### src/rtl/alu_arb2_pkg.sv
// Shared constants for alu_arb2: opcodes, FSM state encoding, filler bytes,
// and the registered request control payload.
package alu_arb2_pkg;

  localparam int unsigned OP_W = 3;

  typedef logic [OP_W-1:0] op_t;

  localparam op_t OP_AND  = 3'b000;
  localparam op_t OP_OR   = 3'b001;
  localparam op_t OP_ADD  = 3'b010;
  localparam op_t OP_FA5A = 3'b011;
  localparam op_t OP_FA5B = 3'b100;
  localparam op_t OP_F5A  = 3'b101;
  localparam op_t OP_SUB  = 3'b110;
  localparam op_t OP_SLTU = 3'b111;

  localparam logic [7:0] FILL_A5 = 8'hA5;
  localparam logic [7:0] FILL_5A = 8'h5A;

  typedef enum logic [1:0] {
    ST_IDLE = 2'd0,
    ST_EXEC = 2'd1,
    ST_RESP = 2'd2
  } state_t;

  // Control fields captured alongside the operands on accept
  typedef struct packed {
    op_t  op;
    logic id;
  } ctl_t;

endpackage

### src/rtl/alu_arb2_alu_core.sv
// Combinational ALU for alu_arb2. Signed-overflow logic is only built when
// ALU_ARB2_OVF_EN is defined; otherwise ovf is tied low.
module alu_core
  import alu_arb2_pkg::*;
#(
  parameter int unsigned W = 32
) (
  input  logic [W-1:0] a,
  input  logic [W-1:0] b,
  input  op_t          op,
  output logic [W-1:0] res,
  output logic         co,
  output logic         ovf
);

  localparam int unsigned SW = W + 1;

  logic         is_sub;
  logic         is_arith;
  logic [W-1:0] b_eff;
  logic [W:0]   sum;

  // Shared adder: SUB is A + ~B + 1
  always_comb begin
    is_sub   = (op == OP_SUB);
    is_arith = (op == OP_ADD) || (op == OP_SUB);
    b_eff    = is_sub ? ~b : b;
    sum      = {1'b0, a} + {1'b0, b_eff} + SW'(is_sub);
  end

  // Result select and flags
  always_comb begin
    res = '0;
    unique case (op)
      OP_AND:           res = a & b;
      OP_OR:            res = a | b;
      OP_ADD, OP_SUB:   res = sum[W-1:0];
      OP_SLTU:          res = W'(a < b);
      OP_FA5A, OP_FA5B: res = {(W/8){FILL_A5}};
      OP_F5A:           res = {(W/8){FILL_5A}};
      default:          res = '0;
    endcase
    co = is_arith ? sum[W] : 1'b0;
`ifdef ALU_ARB2_OVF_EN
    ovf = is_arith && (a[W-1] == b_eff[W-1]) && (sum[W-1] != a[W-1]);
`else
    ovf = 1'b0;
`endif
  end

endmodule

### src/rtl/alu_arb2.sv
// Two-requester round-robin front end for a shared ALU.
// Optional feature macro: ALU_ARB2_OVF_EN (signed-overflow flag on rsp_ovf).
module alu_arb2
  import alu_arb2_pkg::*;
#(
  parameter int unsigned W = 32
) (
  input  logic         clk,
  input  logic         rst,
  input  logic         r0_valid,
  output logic         r0_ready,
  input  logic [W-1:0] r0_a,
  input  logic [W-1:0] r0_b,
  input  logic [2:0]   r0_op,
  input  logic         r1_valid,
  output logic         r1_ready,
  input  logic [W-1:0] r1_a,
  input  logic [W-1:0] r1_b,
  input  logic [2:0]   r1_op,
  output logic         rsp_valid,
  input  logic         rsp_ready,
  output logic         rsp_id,
  output logic [W-1:0] rsp_res,
  output logic         rsp_co,
  output logic         rsp_zero,
  output logic         rsp_ovf
);

  state_t       state;
  state_t       state_nxt;
  logic         last_grant;
  logic         grant_id;
  logic         accept;
  logic [W-1:0] a_q;
  logic [W-1:0] b_q;
  ctl_t         ctl_q;
  logic [W-1:0] alu_res;
  logic         alu_co;
  logic         alu_ovf;

  // Arbiter: single valid wins; on a tie the requester not granted last wins
  always_comb begin
    grant_id = 1'b0;
    if (r0_valid && r1_valid) begin
      grant_id = ~last_grant;
    end else if (r1_valid) begin
      grant_id = 1'b1;
    end
    accept = (state == ST_IDLE) && !rst && (r0_valid || r1_valid);
  end

  // State register
  always_ff @(posedge clk or posedge rst) begin
    if (rst) begin
      state <= ST_IDLE;
    end else begin
      state <= state_nxt;
    end
  end

  // Next-state logic
  always_comb begin
    state_nxt = state;
    unique case (state)
      ST_IDLE: if (accept) state_nxt = ST_EXEC;
      ST_EXEC: state_nxt = ST_RESP;
      ST_RESP: if (rsp_ready) state_nxt = ST_IDLE;
      default: state_nxt = ST_IDLE;
    endcase
  end

  // Handshake outputs; ready stays low throughout reset
  always_comb begin
    r0_ready  = 1'b0;
    r1_ready  = 1'b0;
    rsp_valid = (state == ST_RESP);
    if (accept) begin
      r0_ready = ~grant_id;
      r1_ready = grant_id;
    end
  end

  // Capture the granted request and advance the round-robin pointer
  always_ff @(posedge clk or posedge rst) begin
    if (rst) begin
      a_q        <= '0;
      b_q        <= '0;
      ctl_q      <= '0;
      last_grant <= 1'b1;
    end else if (accept) begin
      a_q        <= grant_id ? r1_a : r0_a;
      b_q        <= grant_id ? r1_b : r0_b;
      ctl_q.op   <= grant_id ? r1_op : r0_op;
      ctl_q.id   <= grant_id;
      last_grant <= grant_id;
    end
  end

  alu_core #(.W(W)) u_core (
    .a   (a_q),
    .b   (b_q),
    .op  (ctl_q.op),
    .res (alu_res),
    .co  (alu_co),
    .ovf (alu_ovf)
  );

  // Register the ALU result in EXEC; held unchanged through RESP
  always_ff @(posedge clk or posedge rst) begin
    if (rst) begin
      rsp_res  <= '0;
      rsp_co   <= 1'b0;
      rsp_zero <= 1'b0;
      rsp_ovf  <= 1'b0;
      rsp_id   <= 1'b0;
    end else if (state == ST_EXEC) begin
      rsp_res  <= alu_res;
      rsp_co   <= alu_co;
      rsp_zero <= (alu_res == '0);
      rsp_ovf  <= alu_ovf;
      rsp_id   <= ctl_q.id;
    end
  end

endmodule

### config.mk
export PLATFORM = sky130hd
export DESIGN_NAME = alu_arb2
export DESIGN_NICKNAME = d
export VERILOG_FILES = /design/src/rtl/alu_arb2_pkg.sv /design/src/rtl/alu_arb2_alu_core.sv /design/src/rtl/alu_arb2.sv
export SDC_FILE = /design/constraint.sdc
export NUM_CORES = 1
export LEC_CHECK = 0
export ABC_AREA = 1
export CORE_ASPECT_RATIO = 2
export CORE_MARGIN = 3
export CORE_UTILIZATION = 33
export DETAILED_ROUTE_END_ITERATION = 7
export PLACE_DENSITY_LB_ADDON = 0.05
export SYNTH_ARGS = -nofsm -noshare
export SYNTH_HDL_FRONTEND = slang
export SYNTH_HIERARCHICAL = 1
export SYNTH_SLANG_ARGS = --single-unit
### constraint.sdc
create_clock -name clk -period 5.78 [get_ports clk]
set_input_delay 0.867 -clock clk [delete_from_list [all_inputs] [get_ports clk]]
set_output_delay 0.867 -clock clk [all_outputs]
set_load 0.02 [all_outputs]
==> results_dict.tcl <==
set metrics [dict create \
    gr-usage-met1 0.2232 \
    worstPathCellList "clkdlybuf4s50_1, nor2_1, nor3_2, nand2_2, nor2_1, clkdlybuf4s50_1" \
    ys_seq_elements 107 \
    gr-usage-met2 0.3975 \
    synth_top_cells_by_area "dfrtp_1, nand2_1, ha_1" \
    hold_end "rsp_res[19]" \
    port_buffers 177 \
    cp_data_arrival_time_ns 3.03 \
    start_kind "input pin" \
    fin_tns_setup_ns 0 \
    synth_top_area_share 0.2720 \
    core_um2 28960 \
    worst_pin_slew_ns 1.052 \
    post_cts_buffers 0 \
    cts_hold_buf 0 \
    async_flop_share 1.000 \
    synth_edf_count 0 \
    start_util 0.3368 \
    r2r-start "ctl_q[3]" \
    avgSynthCellArea_um2 6.844 \
    yosysWarnings 6 \
    worstSkewPairLatency_ns 0.38 \
    place_inst 1927 \
    reg2regPathDepth 14 \
    syn_to_final_growth_pct 24.12 \
    grt_busiest_layer "met2" \
    grt_usage 0.2120 \
    min_from "rsp_res[19]" \
    wl_per_cell_um 16.98 \
    place.detailed.hpwl_um 27050 \
    power_uw 6568 \
    cts_buffers 9 \
    min_path_cells 2 \
    numClockSinks 107 \
    finalHoldViolations 0 \
    r2r_end "rsp_zero" \
    die_area_um2 31780 \
    status "completed" \
    rsz0062_at_grt "no" \
    ant_nets 0 \
    post_drt_via_cell_ratio 4.826 \
    die_w_um 127.6 \
    gp_congestion 0.9611 \
    clk_pin_slew_ns 0.06 \
    fin_skew_ns 0.01413 \
    fp-row-count 88 \
    htreeDepth 3 \
    ys_types 41 \
    worstSetupPathType "input pin to output pin" \
    cts_tree "built" \
    syn-num-nets 1696 \
    pin_count 178 \
    syn_area_um2 9753 \
    wl_um 32990 \
    layout.cells.non_filler 1943 \
    hold_path.class "flop to flop" \
    cp-end-kind "output pin" \
    use_met3 0.02167 \
    post-synth-top-area-cell "dfrtp_1" \
    cts_root_buf "clkbuf_16" \
    cp_slowest_cell "clkdlybuf4s50_1" \
    final-setup-viol-count 0 \
    drive_gt1_frac 0.05749 \
    num-nets-final 1849 \
    die_h_um 249.1 \
    initialDrtViolationCount 466 \
    power.leakage_uw 0.006199 \
    vias 9376 \
    critPathMaxStageDelay_ns 0.67 \
    max_freq_ghz 0.2568 \
    synthTopCellsByCount "nand2_1, nor2_1, inv_1" \
    critPathMaxFanout 35 \
    grt_antenna_before_repair 1 \
    post_cts_resized 0 \
    dr.pass1.iters 5 \
    synth.most_common_cell "nand2_1" \
    syn_inst 1425 \
    grt_pass1_vias 9711 \
    p_per_area_nw_per_um2 542.6 \
    slew-limit-headroom 0.2976 \
    diodes 0 \
    finalCritPeriodShare 0.6736 \
    grt_overflow 0 \
    period_minus_slack_ns 3.893 \
    slew_viol_final 0 \
    synth_ff_type "dfrtp_1" \
    reg2reg_slack_ns 1.89 \
    peakVddDrop_uv 191.9 \
    yosysSeqAreaShare 0.2747 \
    clk_path_buf_depth 2 \
    max_cap_viol_count 0 \
    grt_max_degree 70 \
    grt_pass1_wl_um 51850 \
    drc_errors 0 \
    required_ns 4.91 \
]
[worst max path at each step]
stage / from / to / slack (ns) / cells after the start
4_1_cts: r1_valid / r0_ready / 1.78 / 6
6_report: r1_valid / r0_ready / 1.89 / 6
5_1_grt: ctl_q[3] / rsp_zero / 1.53 / 14
3_5_place_dp: r1_valid / r0_ready / 1.79 / 6
3_3_place_gp: r1_valid / r0_ready / 1.83 / 6
2_1_floorplan: rst / r0_ready / 0.91 / 4
[registers in the layout (all words and copies together) (netlist names)]
name / flops
rsp_res: 32
a_q: 32
state: 2
b_q: 32
rsp_zero: 1
ctl_q: 4
last_grant: 1
rsp_id: 1
rsp_co: 1
rsp_ovf: 1
[layer usage]
layer,part of all wire,vias to the layer above
li1,-,4821
met1,0.37,4273
met2,0.54,215
met3,0.030,67
met4,0.055,0
met5,0,-
[worst max-delay path: cells and delay by family]
family        cells  cell delay [ns]
simple gates      4             1.00
buf+inv           2             1.16
[where the power goes]
group / switching [uW] / internal [uW] / total (uW)
logic: 2850 / 1660 / 4510
registers: 381 / 1070 / 1450
clock network: 302 / 305 / 607
total: 3530 / 3030 / 6570
[logic make-up after synthesis]
kind of cell | Yosys count | synth area share
adder cells (fa/ha/maj) | 132 | 0.1701
flip-flops | 107 | 0.2747
other | 1 | 0.0003845
AO/OA/AOI/OAI | 153 | 0.09172
multiplexers | 29 | 0.03348
buffers and inverters | 183 | 0.07620
AND/OR/NAND/NOR | 788 | 0.3247
XOR/XNOR | 32 | 0.02874
[metrics by stage]
| step | hold slack, ns | worst slack (ns) | area, um2 | util |
|---|---|---|---|---|
| after floorplan | 0.4436 | 0.9052 | 9753 | - |
| final | 0.4849 | 1.887 | 12110 | 0.4180 |
| after global routing | 0.5039 | 1.529 | 12110 | 0.4180 |
| after global placement | 0.4640 | 1.834 | 11830 | 0.4084 |
| after CTS | 0.4866 | 1.780 | 12110 | 0.4180 |
| after detailed placement | 0.4726 | 1.787 | 11830 | 0.4084 |
[cells in the final DEF, fill, tap and decap left out, drive strengths merged]
cell           netlist  final
nor2               136    136
fa                   1      1
xor2                32     32
a21o                 3      3
a21oi               75     75
nand3b               8      8
o211ai               3      3
a211o                1      1
o21bai               2      2
clkbuf              15     11
o2111ai             15     15
mux2                29     29
inv                139    140
buf                 29      9
a211oi               2      2
nand2              562    562
nand3               46     46
conb                 1      1
clkinvlp             0      3
clkdlybuf4s50        0    177
dfstp                1      1
o21a                 7      7
o21ai               43     43
nor4                 4      4
o31ai                1      1
a31oi                1      1
nand4                5      5
and3                 1      1
or2                 11     11
ha                 131    131
clkinv               0      1
dfrtp              106    106
nor3                15     15
[final cells by class]
type,count,area (um2)
repair buffers,186,1839
multi-input cells,1135,6334
fillers,3089,16850
well taps,360,450.4
flip-flops and latches,107,2679
clock buffers,11,242.7
clock inverters,5,36.28
inverters,139,524.3
(Power assumes the default switching activity.)
